**config.mk**
```make
export PLATFORM = sky130hd
export DESIGN_NAME = game_sequencer
export DESIGN_NICKNAME = d
export VERILOG_FILES = /design/src/rtl/game_sequencer.sv
export SDC_FILE = /design/constraint.sdc
export NUM_CORES = 1
export LEC_CHECK = 0
export CAP_MARGIN = 20
export CORE_ASPECT_RATIO = 1.5
export CORE_MARGIN = 5
export CORE_UTILIZATION = 35
export DETAILED_ROUTE_END_ITERATION = 8
export MAX_ROUTING_LAYER = met4
export PLACE_DENSITY = 0.67
export SLEW_MARGIN = 20
export SYNTH_ARGS = -nofsm -noshare
export SYNTH_HDL_FRONTEND = slang
export SYNTH_SLANG_ARGS = --single-unit
```
**constraint.sdc**
```tcl
create_clock -name clk_i -period 2.1 [get_ports clk_i]
set_input_delay 0.525 -clock clk_i [delete_from_list [all_inputs] [get_ports clk_i]]
set_output_delay 0.525 -clock clk_i [all_outputs]
set_load 0.01 [all_outputs]
```
**src/rtl/game_sequencer.sv**
```systemverilog
`default_nettype none
// ============================================================================
//  Module   : game_sequencer
//  Purpose  : Top-level game flow controller. It sequences the player ship,
//             the enemy field and the HUD. It owns the level counter, the
//             start/resume/new-game handshakes, the frame-rate movement
//             strobe and the extra-life schedule.
//  Option   : GAME_SEQUENCER_PAUSE_BTN_EN adds a pause_i button that toggles
//             between PLAY and PAUSED.
//  Revision : 1.0  initial release
// ============================================================================
module game_sequencer #(
   parameter int level_width_p   = 4,
   parameter int max_level_p     = 15,
   parameter int move_div_p      = 4,
   parameter int banner_frames_p = 120
) (
   input  logic                     clk_i,
   input  logic                     reset_i,
   input  logic                     frame_tick_i,
   input  logic                     shoot_i,
`ifdef GAME_SEQUENCER_PAUSE_BTN_EN
   input  logic                     pause_i,
`endif
   input  logic                     player_alive_i,
   input  logic                     player_hit_i,
   input  logic                     enemies_cleared_i,
   output logic                     new_game_o,
   output logic                     add_life_o,
   output logic                     enemy_reset_o,
   output logic                     move_en_o,
   output logic                     freeze_o,
   output logic                     game_over_o,
   output logic                     banner_o,
   output logic [level_width_p-1:0] level_o,
   output logic [4:0]               state_o
);

   // One-hot state encoding
   localparam logic [4:0] c_ST_IDLE       = 5'b00001;
   localparam logic [4:0] c_ST_PLAY       = 5'b00010;
   localparam logic [4:0] c_ST_PAUSED     = 5'b00100;
   localparam logic [4:0] c_ST_LEVEL_DONE = 5'b01000;
   localparam logic [4:0] c_ST_GAME_OVER  = 5'b10000;

   localparam int c_MOVE_W   = (move_div_p > 1) ? $clog2(move_div_p) : 1;
   localparam int c_BANNER_W = $clog2(banner_frames_p + 1);

   localparam logic [c_MOVE_W-1:0]      c_MOVE_LAST   = c_MOVE_W'(move_div_p - 1);
   localparam logic [c_BANNER_W-1:0]    c_BANNER_LAST = c_BANNER_W'(banner_frames_p - 1);
   localparam logic [level_width_p-1:0] c_LEVEL_MAX   = level_width_p'(max_level_p);
   localparam logic [level_width_p-1:0] c_LEVEL_FIRST = level_width_p'(1);

   logic [4:0]               r_state;
   logic [4:0]               w_state_nxt;
   logic                     r_shoot_q;
   logic [c_MOVE_W-1:0]      r_move_cnt;
   logic [c_BANNER_W-1:0]    r_banner_cnt;
   logic [level_width_p-1:0] r_level;
   logic                     r_new_game;
   logic                     r_add_life;
   logic                     r_enemy_reset;
   logic                     r_move_en;
   logic                     r_freeze;
   logic                     r_game_over;
   logic                     r_banner;

   logic                     w_shoot_pulse;
   logic                     w_resume_pulse;
   logic                     w_pause_pulse;
   logic                     w_banner_done;
   logic                     w_move_wrap;
   logic                     w_start_game;
   logic                     w_enter_ld;
   logic                     w_respawn;

   logic [c_MOVE_W-1:0]      w_move_cnt_nxt;
   logic [c_BANNER_W-1:0]    w_banner_cnt_nxt;
   logic [level_width_p-1:0] w_level_nxt;
   logic                     w_move_en_nxt;

   // Only rising edges of the buttons advance the flow
   assign w_shoot_pulse = shoot_i & ~r_shoot_q;

`ifdef GAME_SEQUENCER_PAUSE_BTN_EN
   logic r_pause_q;

   // Pause button history; held high in reset so a held button is ignored
   always_ff @(posedge clk_i or posedge reset_i) begin
      if (reset_i) r_pause_q <= 1'b1;
      else         r_pause_q <= pause_i;
   end

   assign w_pause_pulse  = pause_i & ~r_pause_q;
`else
   assign w_pause_pulse  = 1'b0;
`endif

   assign w_resume_pulse = w_shoot_pulse | w_pause_pulse;

   // Frame ticks are consumed only by the state that is current on that cycle
   assign w_move_wrap   = (r_state == c_ST_PLAY) & frame_tick_i & (r_move_cnt == c_MOVE_LAST);
   assign w_banner_done = (r_state == c_ST_LEVEL_DONE) & frame_tick_i & (r_banner_cnt == c_BANNER_LAST);

   // State register
   always_ff @(posedge clk_i or posedge reset_i) begin
      if (reset_i) r_state <= c_ST_IDLE;
      else         r_state <= w_state_nxt;
   end

   // Next-state logic; a hit always outranks a pause or a cleared field
   always_comb begin
      w_state_nxt  = r_state;
      w_start_game = 1'b0;
      w_enter_ld   = 1'b0;
      w_respawn    = 1'b0;
      case (r_state)
         c_ST_IDLE, c_ST_GAME_OVER: begin
            if (w_shoot_pulse) begin
               w_state_nxt  = c_ST_PLAY;
               w_start_game = 1'b1;
            end
         end
         c_ST_PLAY: begin
            if (player_hit_i & ~player_alive_i) begin
               w_state_nxt = c_ST_GAME_OVER;
            end else if (player_hit_i) begin
               w_state_nxt = c_ST_PAUSED;
            end else if (w_pause_pulse) begin
               w_state_nxt = c_ST_PAUSED;
            end else if (enemies_cleared_i) begin
               w_state_nxt = c_ST_LEVEL_DONE;
               w_enter_ld  = 1'b1;
            end
         end
         c_ST_PAUSED: begin
            if (w_resume_pulse) w_state_nxt = c_ST_PLAY;
         end
         c_ST_LEVEL_DONE: begin
            // Timeout and skip together still produce a single respawn
            if (w_shoot_pulse | w_banner_done) begin
               w_state_nxt = c_ST_PLAY;
               w_respawn   = 1'b1;
            end
         end
         default: w_state_nxt = c_ST_IDLE;
      endcase
   end

   // Output and datapath next values, registered below
   always_comb begin
      w_move_cnt_nxt = r_move_cnt;
      if (w_start_game | w_respawn) begin
         w_move_cnt_nxt = '0;
      end else if ((r_state == c_ST_PLAY) & frame_tick_i) begin
         w_move_cnt_nxt = w_move_wrap ? '0 : r_move_cnt + 1'b1;
      end

      w_banner_cnt_nxt = r_banner_cnt;
      if (w_enter_ld) begin
         w_banner_cnt_nxt = '0;
      end else if ((r_state == c_ST_LEVEL_DONE) & frame_tick_i) begin
         w_banner_cnt_nxt = r_banner_cnt + 1'b1;
      end

      w_level_nxt = r_level;
      if (w_start_game) begin
         w_level_nxt = c_LEVEL_FIRST;
      end else if (w_enter_ld && (r_level != c_LEVEL_MAX)) begin
         w_level_nxt = r_level + 1'b1;
      end

      // No movement strobe on the cycle that leaves PLAY
      w_move_en_nxt = w_move_wrap & (w_state_nxt == c_ST_PLAY);
   end

   // Registered outputs, counters and button history
   always_ff @(posedge clk_i or posedge reset_i) begin
      if (reset_i) begin
         r_shoot_q     <= 1'b1;
         r_move_cnt    <= '0;
         r_banner_cnt  <= '0;
         r_level       <= c_LEVEL_FIRST;
         r_new_game    <= 1'b0;
         r_add_life    <= 1'b0;
         r_enemy_reset <= 1'b0;
         r_move_en     <= 1'b0;
         r_freeze      <= 1'b1;
         r_game_over   <= 1'b0;
         r_banner      <= 1'b0;
      end else begin
         r_shoot_q     <= shoot_i;
         r_move_cnt    <= w_move_cnt_nxt;
         r_banner_cnt  <= w_banner_cnt_nxt;
         r_level       <= w_level_nxt;
         r_new_game    <= w_start_game;
         r_add_life    <= w_enter_ld & ~r_level[0];
         r_enemy_reset <= w_start_game | w_respawn;
         r_move_en     <= w_move_en_nxt;
         r_freeze      <= (w_state_nxt != c_ST_PLAY);
         r_game_over   <= (w_state_nxt == c_ST_GAME_OVER);
         r_banner      <= (w_state_nxt == c_ST_LEVEL_DONE);
      end
   end

   assign new_game_o    = r_new_game;
   assign add_life_o    = r_add_life;
   assign enemy_reset_o = r_enemy_reset;
   assign move_en_o     = r_move_en;
   assign freeze_o      = r_freeze;
   assign game_over_o   = r_game_over;
   assign banner_o      = r_banner;
   assign level_o       = r_level;
   assign state_o       = r_state;

endmodule
`default_nettype wire

```
==> summary.txt, run 1 <==
Result of the run - finished, final reports clean
Flop-to-flop setup slack - 210 ps
Slowest cell on crit path - dfstp_2
Max IR drop VDD - 0.000273 V
Setup violators final - 0
Mapped Avg Cell Area - 10.4 sq um
Simple-Gate Fraction of Synth Area - 23.9%
Leakage - 0.000718 uW
Crit path to - state_o[0]
Leading area contributor after synthesis - dfrtp_1
Post-route cell area - 1650 sq um
Max cap viols - 0
Ys flop type - dfrtp_1
Metal3 WL - 126 um
Area post-placement - 1600 sq um
Clock sink count - 26
CTS tree - built
Metal2 WL - 1440 um
Worst Tran Pin Value - 412 ps
Unique masters post-synth - 41
Detail-routed net length per standard cell - 14.0 um
Buffer and inverter count on the worst path - 1
CTS buffer count - 3
Power Internal - 759 uW
All-Layer GR Usage - 13.0%
Initial antenna violation count - 0
Resize count post-CTS - 0
Remaining antenna violation count - 0
DIE WIDTH - 59.1 um
Worst skew pair latency - 260 ps
Root Driver - clkbuf_8
Reg clk slew, reported paths - 80 ps
Hold Buf Count CTS - 0
GRT Residual Overflow - 0
Sum of negative setup slack - 0 ps
Rel. slew slack - 72.5%
Slew Viols, Final - 0
HPWL after detailed placement - 2160 um
Syn Nets - 132
YS warnings - 0
Worst Skew - 1.23 ps
FFs w/ async S/R, synth - 100%
DRC errors left - 0
Synth Cell Area - 1260 sq um
Main combinational cell family by area after synthesis - simple AND/OR/NAND/NOR gates
Wl on met1 - 1090 um
Area occupied by multi-input gates - 571 sq um
Fillers - 341
Area Growth Syn to Fin - 30.6%
Die H - 83.6 um
CP max FO - 8
Layout cells sized above 1 - 16.7%
Synth Area in Adders - 2.97%
Die area - 4940 sq um
Vias in the first global route - 1091
Drt total wl - 2770 um
Cell count after synthesis - 122
Port Buffer Count - 22
Gpl congestion - 0.808
CP endpoint kind - primary output
Final Core Density - 47.9%
Top Ports - 23
Vias - 1041
Power share of the clock group - 31.8%
First-pass GRT wire length - 4940 um
Yosys top cell area share - 43.5%
Cell depth of the worst setup path - 1
Net Sw Power - 232 uW
RR Endpoint - r_move_cnt[0]
Worst setup SP type - flop
Final hold vios - 0
Mux contribution to synthesized area - 1.58%
Logic pwr share - 13.5%
Min-Delay Path Class - flop to flop
Cell family with most CP delay - flip-flops
Depth of the worst register-to-register path - 4
Starting density of the core - 36.7%
H-tree depth - 1
RSZ-0062 raised after global routing - false
Final worst slack - 124 ps
Sequential share of the synthesized area - 51.8%
Worst setup path class - flop to primary output
Core region area - 3450 sq um
NumNets Final - 167
Fin Hold WS - 538 ps
Pre-antenna DRT Iters - 4
Fmax - 0.506 GHz
Place WS - -100 ps
Initial drt markers - 31
RR Startpoint - state_o[0]
Tmin final - 1980 ps
CTS max path bufs - 2
EDFF count, synth - 0
Post CTS Setup Buffer Count - 0
Complex-gate fraction of the synthesized area - 11.8%
Largest stage delay, worst path - 620 ps
Crit path cell chain - clkdlybuf4s50_1
Period Utilization, post-route - 94.1%
Storage element area - 656 sq um
Pwr dens - 600 nW/um^2
Antenna diode count - 0
Vias/cell - 5.26
Critical Path RT - 1570 ps
Seq pwr share - 54.7%
Critical Path AT - 1450 ps
Largest cells by area after synthesis - dfrtp_1 44%, dfstp_2 8.3%, xnor2_1 3.5%
Top layer used by detailed routing - met4
# rows - 26
Hold depth - 1
Crit path from - state_o[0]
Synth Register Bits - 26
Largest net degree at the start of global routing - 27
Switching Share - 23.4%
XOR/XNOR Fraction of Synth Area - 4.85%
[synth_stat cells (2+ instances only)]
cell	number
o21ai_0	3
nor2b_1	2
nor3_1	4
or4_1	2
nand2b_1	3
dfstp_2	4
or3_1	3
nand2_1	10
xor2_1	2
a21oi_1	4
nand3_1	7
dfrtp_1	22
nor4_1	3
nand4_1	3
ha_1	3
a31o_2	2
inv_1	6
xnor2_1	5
nor2_1	11
mux2i_1	2
[how the worst min path moves through the flow]
stage	start	to	slack, ps
final	level_o[0]	add_life_o	540
after global placement	r_move_cnt[1]	r_move_cnt[1]	510
after global routing	r_move_cnt[1]	r_move_cnt[1]	560
after detailed placement	level_o[0]	add_life_o	520
after CTS	level_o[0]	add_life_o	540
after floorplan	r_move_cnt[1]	r_move_cnt[1]	510
[logic make-up after synthesis]
logic type	count (synthesis)
flip-flops	26
buffers and inverters	8
XOR/XNOR	7
AO/OA/AOI/OAI	20
adder cells (fa/ha/maj)	3
AND/OR/NAND/NOR	56
multiplexers	2
[layer usage]
metal / global-route usage, % / up-vias
met1: 15.2 / 502
li1: - / 508
met4: 8.04 / 0
met2: 20.9 / 23
met5: - / -
met3: 1.08 / 8
[registers in the layout (all words and copies together) (netlist names)]
signal         cells
state_o            5
level_o            4
enemy_reset_o      1
move_en_o          1
r_shoot_q          1
new_game_o         1
add_life_o         1
freeze_o           1
r_banner_cnt       7
banner_o           1
r_move_cnt         2
game_over_o        1
[power groups by stage]
| stage | registers, uW | clock network, uW | logic, uW |
|---|---|---|---|
| after floorplan | 554 | 0 | 61.1 |
| final | 542 | 315 | 134 |
| after global routing | 546 | 346 | 151 |
| after detailed placement | 552 | 0 | 135 |
| after CTS | 542 | 326 | 136 |
| after global placement | 550 | 0 | 131 |
[stage by stage]
step | instances | power, uW
4_1_cts | 198 | 1000
2_1_floorplan | 122 | 615
3_3_place_gp | 194 | 682
5_1_grt | 198 | 1040
3_5_place_dp | 194 | 687
6_report | 198 | 991
[placed cells by master, fill, tap and decap left out, types with 5 or more instances in the layout]
| cell type | n |
|---|---|
| dfrtp_1 | 22 |
| clkdlybuf4s50_1 | 22 |
| nor2_1 | 11 |
| nand2_1 | 10 |
| buf_4 | 10 |
| nand3_1 | 7 |
| inv_1 | 6 |
| xnor2_1 | 5 |
[area by class of cell]
| cell class | instances | share of cell area (%) |
|---|---|---|
| Sequential cell | 26 | 39.7 |
| Multi-Input combinational cell | 88 | 34.5 |
| Timing Repair Buffer | 32 | 17.9 |
| Clock buffer | 4 | 3.33 |
| Tap cell | 42 | 3.18 |
| Inverter | 6 | 1.36 |
Note: power is estimated with default switching activity, not from simulation.
==> run 2, diff against run 1 <==
CORE_MARGIN = not set   (was 5)
CORE_UTILIZATION = 51   (was 35)
PLACE_DENSITY = 0.88   (was 0.67)
clock period = 1.99 ns   (was 2.1 ns; I/O delays follow)
==> summary.txt, run 2 (synthesized netlist as in run 1, its figures left out) <==
DIE WIDTH - 42.7 um (-28%)
Total power - 963 uW (-2.9%)
Resize count post-CTS - 0 (unchanged)
Hold Buf Count CTS - 0 (unchanged)
Flop-to-flop setup slack - 100 ps (-110 ps)
Worst setup SP type - flop
Pwr dens - 586 nW/um^2 (-2.4%)
Max cap viols - 0 (unchanged)
CTS max path bufs - 2 (unchanged)
HPWL after detailed placement - 2190 um (+1.2%)
First-pass GRT wire length - 4840 um (-2.1%)
Largest stage delay, worst path - 580 ps (-40 ps)
Initial antenna violation count - 0 (unchanged)
Worst skew pair latency - 330 ps (+70 ps)
Layout cells sized above 1 - 19.1% (+2.5 points)
RR Endpoint - r_move_cnt[0]
# rows - 21 (-19%)
Vias in the first global route - 1128 (+3.4%)
Worst Skew - 5.99 ps (+4.76 ps)
Fmax - 0.514 GHz
Worst setup path class - flop to primary output
RR Startpoint - state_o[0]
CTS tree - built
Vias/cell - 5.96 (+13%)
Rel. slew slack - 73.5% (+1.1 points)
Leakage - 0.000733 uW (+2.1%)
CP max FO - 4 (-4)
Pre-antenna DRT Iters - 5 (+1)
All-Layer GR Usage - 24.1% (+11 points)
Reg clk slew, reported paths - 140 ps (+60 ps)
Drt total wl - 2890 um (+4.4%)
Final hold vios - 0 (unchanged)
Period Utilization, post-route - 97.7%
Largest net degree at the start of global routing - 27 (unchanged)
Root Driver - clkbuf_4
Post-route cell area - 1640 sq um (-0.45%)
Worst Tran Pin Value - 394 ps (-18.0 ps)
Initial drt markers - 26 (-16%)
GRT Residual Overflow - 0 (unchanged)
Tmin final - 1940 ps
Depth of the worst register-to-register path - 4 (unchanged)
CP endpoint kind - primary output
Area Growth Syn to Fin - 30.0%
Detail-routed net length per standard cell - 15.6 um (+12%)
Max IR drop VDD - 0.000421 V (+54%)
Starting density of the core - 55.3% (+19 points)
Crit path cell chain - clkdlybuf4s50_1
Port Buffer Count - 22 (unchanged)
Core region area - 2290 sq um (-34%)
Critical Path AT - 1450 ps (about the same)
Setup violators final - 0 (unchanged)
Antenna diode count - 0 (unchanged)
Clock sink count - 26 (unchanged)
Fillers - 169 (-50%)
Result of the run - finished, final reports clean
Min-Delay Path Class - input pin to asynchronous set/reset pin
Critical Path RT - 1490 ps (-80 ps)
Die area - 2690 sq um (-46%)
H-tree depth - 1 (unchanged)
Remaining antenna violation count - 0 (unchanged)
Largest register FFs - 7 (unchanged)
RSZ-0062 raised after global routing - false
Die H - 63.0 um (-25%)
Most flops, register - r_banner_cnt
Most frequent cells in the layout - 22 x dfrtp_1, 22 x clkdlybuf4s50_1, 16 x buf_4
Slowest cell on crit path - dfstp_2
Area post-placement - 1600 sq um (+0.39%)
Top Ports - 23 (unchanged)
NumNets Final - 173 (+3.6%)
Gpl congestion - 0.807 (about the same)
Buffer and inverter count on the worst path - 1 (unchanged)
Post CTS Setup Buffer Count - 1 (+1)
Vias - 1102 (+5.9%)
Slew Viols, Final - 0 (unchanged)
CTS buffer count - 3 (unchanged)
DRC errors left - 0 (unchanged)
Cell family with most CP delay - flip-flops
-- run 2: layer usage --
layer,vias to the layer above,track usage (%),wire [um]
met5,-,-,0
met4,0,15.6,161
met3,20,2.89,102
met2,44,39.4,1530
met1,520,26.9,1100
li1,518,-,-
-- run 2: area by class of cell --
type	count	area, sq um	share of cell area (%)
inverters	6	22.5	1.37
flip-flops and latches	26	656	39.9
repair buffers	38	340	20.7
multi-input cells	88	571	34.7
clock buffers	4	26.3	1.60
well taps	23	28.8	1.75
-- run 2: how the worst max path moves through the flow --
stage	start	end	slack, ps	cells past startpoint
after floorplan	state_o[4]	r_move_cnt[0]	70	5
after global placement	shoot_i	move_en_o	-150	5
after detailed placement	shoot_i	move_en_o	-180	5
after CTS	level_o[0]	level_o[0]	0.2	1
after global routing	state_o[0]	state_o[0]	4	1
final	level_o[0]	level_o[0]	50	1
-- run 2: per-stage QoR --
step	setup slack (ps)	hold WS, ps	util (%)	std cells	setup TNS [ps]
after detailed placement	-182	526	70.1	179	-1230
after CTS	0.157	518	71.6	184	0
after global placement	-149	512	70.1	179	-760
final	46.3	507	71.9	185	0
after global routing	4.23	535	71.9	185	0
after floorplan	73.1	502	-	122	0
-- run 2: power by group --
group	switching (uW)	leakage [uW]	total, uW	internal, uW
registers	16.0	0.000347	568	552
clock network	155	0.0000150	234	78.7
logic	78.2	0.000371	160	82.2
total	250	0.000733	963	713
==> run 3, diff against run 2 <==
REMOVE_ABC_BUFFERS = 1   (was not set)
==> summary.txt, run 3 (synthesized netlist as in run 1, its figures left out) <==
Root Driver - clkbuf_4
# rows - 21 (unchanged)
Area Growth Syn to Fin - 30.1% (about the same)
Largest stage delay, worst path - 580 ps (about the same)
Area occupied by multi-input gates - 571 sq um (unchanged)
Cell family with most CP delay - flip-flops
Final worst slack - 55.9 ps (+9.60 ps)
GRT Residual Overflow - 0 (unchanged)
Vias/cell - 5.88 (-1.3%)
Starting density of the core - 55.3% (unchanged)
Result of the run - finished, final reports clean
Top Ports - 23 (unchanged)
Worst Tran Pin Value - 409 ps (+15.1 ps)
RR Startpoint - state_o[4]
DRC errors left - 0 (unchanged)
Period Utilization, post-route - 97.2% (-0.48 points)
Commonest non-fill, non-tap cell in the layout - dfrtp_1
CP max FO - 4 (unchanged)
Max cap viols - 0 (unchanged)
Drt total wl - 2680 um (-7.5%)
Worst setup SP type - flop
Detail-routed net length per standard cell - 14.6 um (-7.0%)
Sum of negative setup slack - 0 ps (unchanged)
Pre-antenna DRT Iters - 4 (-1)
CTS tree - built
Pwr dens - 596 nW/um^2 (+1.8%)
Place WS - -241 ps (-59.0 ps)
Critical Path RT - 1490 ps (about the same)
Crit path cell chain - clkdlybuf4s50_1
Seq pwr share - 57.8% (-1.2 points)
Initial drt markers - 38 (+46%)
Die H - 63.0 um (unchanged)
CP endpoint kind - primary output
Clock sink count - 26 (unchanged)
Initial antenna violation count - 0 (unchanged)
Fillers - 163 (-3.6%)
Switching Share - 24.3% (-1.6 points)
First-pass GRT wire length - 4710 um (-2.7%)
Net Sw Power - 239 uW (-4.4%)
Most frequent cells in the layout - 22 x dfrtp_1, 21 x clkdlybuf4s50_1, 15 x buf_4
Power share of the clock group - 26.4% (+2.1 points)
Slowest cell on crit path - dfstp_2
HPWL after detailed placement - 2030 um (-7.2%)
Min-Delay Path Class - input pin to asynchronous set/reset pin
H-tree depth - 1 (unchanged)
Vias in the first global route - 1095 (-2.9%)
Antenna diode count - 0 (unchanged)
Setup violators final - 0 (unchanged)
NumNets Final - 172 (-0.58%)
Total power - 981 uW (+1.9%)
Rel. slew slack - 72.7% (-0.86 points)
Largest net degree at the start of global routing - 27 (unchanged)
Most flops, register - r_banner_cnt
Layout cells sized above 1 - 19.3% (+0.12 points)
Slew Viols, Final - 0 (unchanged)
CTS max path bufs - 2 (unchanged)
Storage element area - 656 sq um (unchanged)
Buffer and inverter count on the worst path - 1 (unchanged)
Reg clk slew, reported paths - 130 ps (about the same)
Worst Skew - 3.42 ps (-2.57 ps)
Largest register FFs - 7 (unchanged)
Tmin final - 1930 ps (-9.60 ps)
Power Internal - 742 uW (+4.1%)
Crit path from - level_o[0]
Port Buffer Count - 22 (unchanged)
Fmax - 0.517 GHz (+0.50%)
DIE WIDTH - 42.7 um (unchanged)
Remaining antenna violation count - 0 (unchanged)
Gpl congestion - 0.843 (+4.4%)
Leakage - 0.000733 uW (about the same)
CTS buffer count - 3 (unchanged)
Vias - 1082 (-1.8%)
All-Layer GR Usage - 23.1% (-0.99 points)
Worst setup path class - flop to primary output
Critical Path AT - 1440 ps (about the same)
Fin Hold WS - 508 ps (+1.01 ps)
Core region area - 2290 sq um (unchanged)
Worst skew pair latency - 310 ps (-20 ps)
Die area - 2690 sq um (unchanged)
Max IR drop VDD - 0.000443 V (+5.2%)
RSZ-0062 raised after global routing - false
Logic pwr share - 15.8% (-0.9 points)
Final hold vios - 0 (unchanged)
run 3: power groups by stage:
| stage | Sequential, uW | Clock, uW | Combinational, uW |
|---|---|---|---|
| 6_report | 567 | 259 | 155 |
| 5_1_grt | 570 | 285 | 170 |
| 3_3_place_gp | 576 | 0 | 148 |
| 2_1_floorplan | 585 | 0 | 63.3 |
| 3_5_place_dp | 578 | 0 | 153 |
| 4_1_cts | 568 | 268 | 152 |
run 3: repair_timing:
item,4_1_cts,5_1_grt
setup buffers,0,1
pin swaps,0,0
endpoints found under the setup margin,1,1
gates resized for setup,1,0
hold buffers,0,0
run 3: worst paths after layout:
kind	to	slack (ps)	cells after the start
min in group clk_i	r_banner_cnt[5]	570	2
worst max register to register	r_move_cnt[0]	160	4
worst max-delay path	level_o[0]	60	1
max in group asynchronous	state_o[0]	1190	3
worst min register to register	r_banner_cnt[5]	570	2
worst min-delay path	level_o[3]	510	3
run 3: routing by layer:
metal / track usage [%] / vias to the layer above / part of all wire, %
li1: - / 513 / -
met1: 27.1 / 528 / 41
met2: 38.8 / 32 / 53
met3: 2.89 / 9 / 3.2
met4: 9.77 / 0 / 2.3
met5: - / - / 0
run 3: layout make-up:
class	instances	share of cell area (%)
clock buffers	4	2.21
flip-flops and latches	26	39.8
multi-input cells	88	34.7
well taps	23	1.75
inverters	6	1.37
repair buffers	37	20.2
run 3: metrics by stage:
step / instances / cell area (sq um) / utilization [%]
floorplan: 120 / 1250 / -
global placement: 179 / 1600 / 70.1
detailed placement: 179 / 1600 / 70.1
CTS: 183 / 1640 / 71.6
global route: 184 / 1650 / 72.0
finish: 184 / 1650 / 72.0
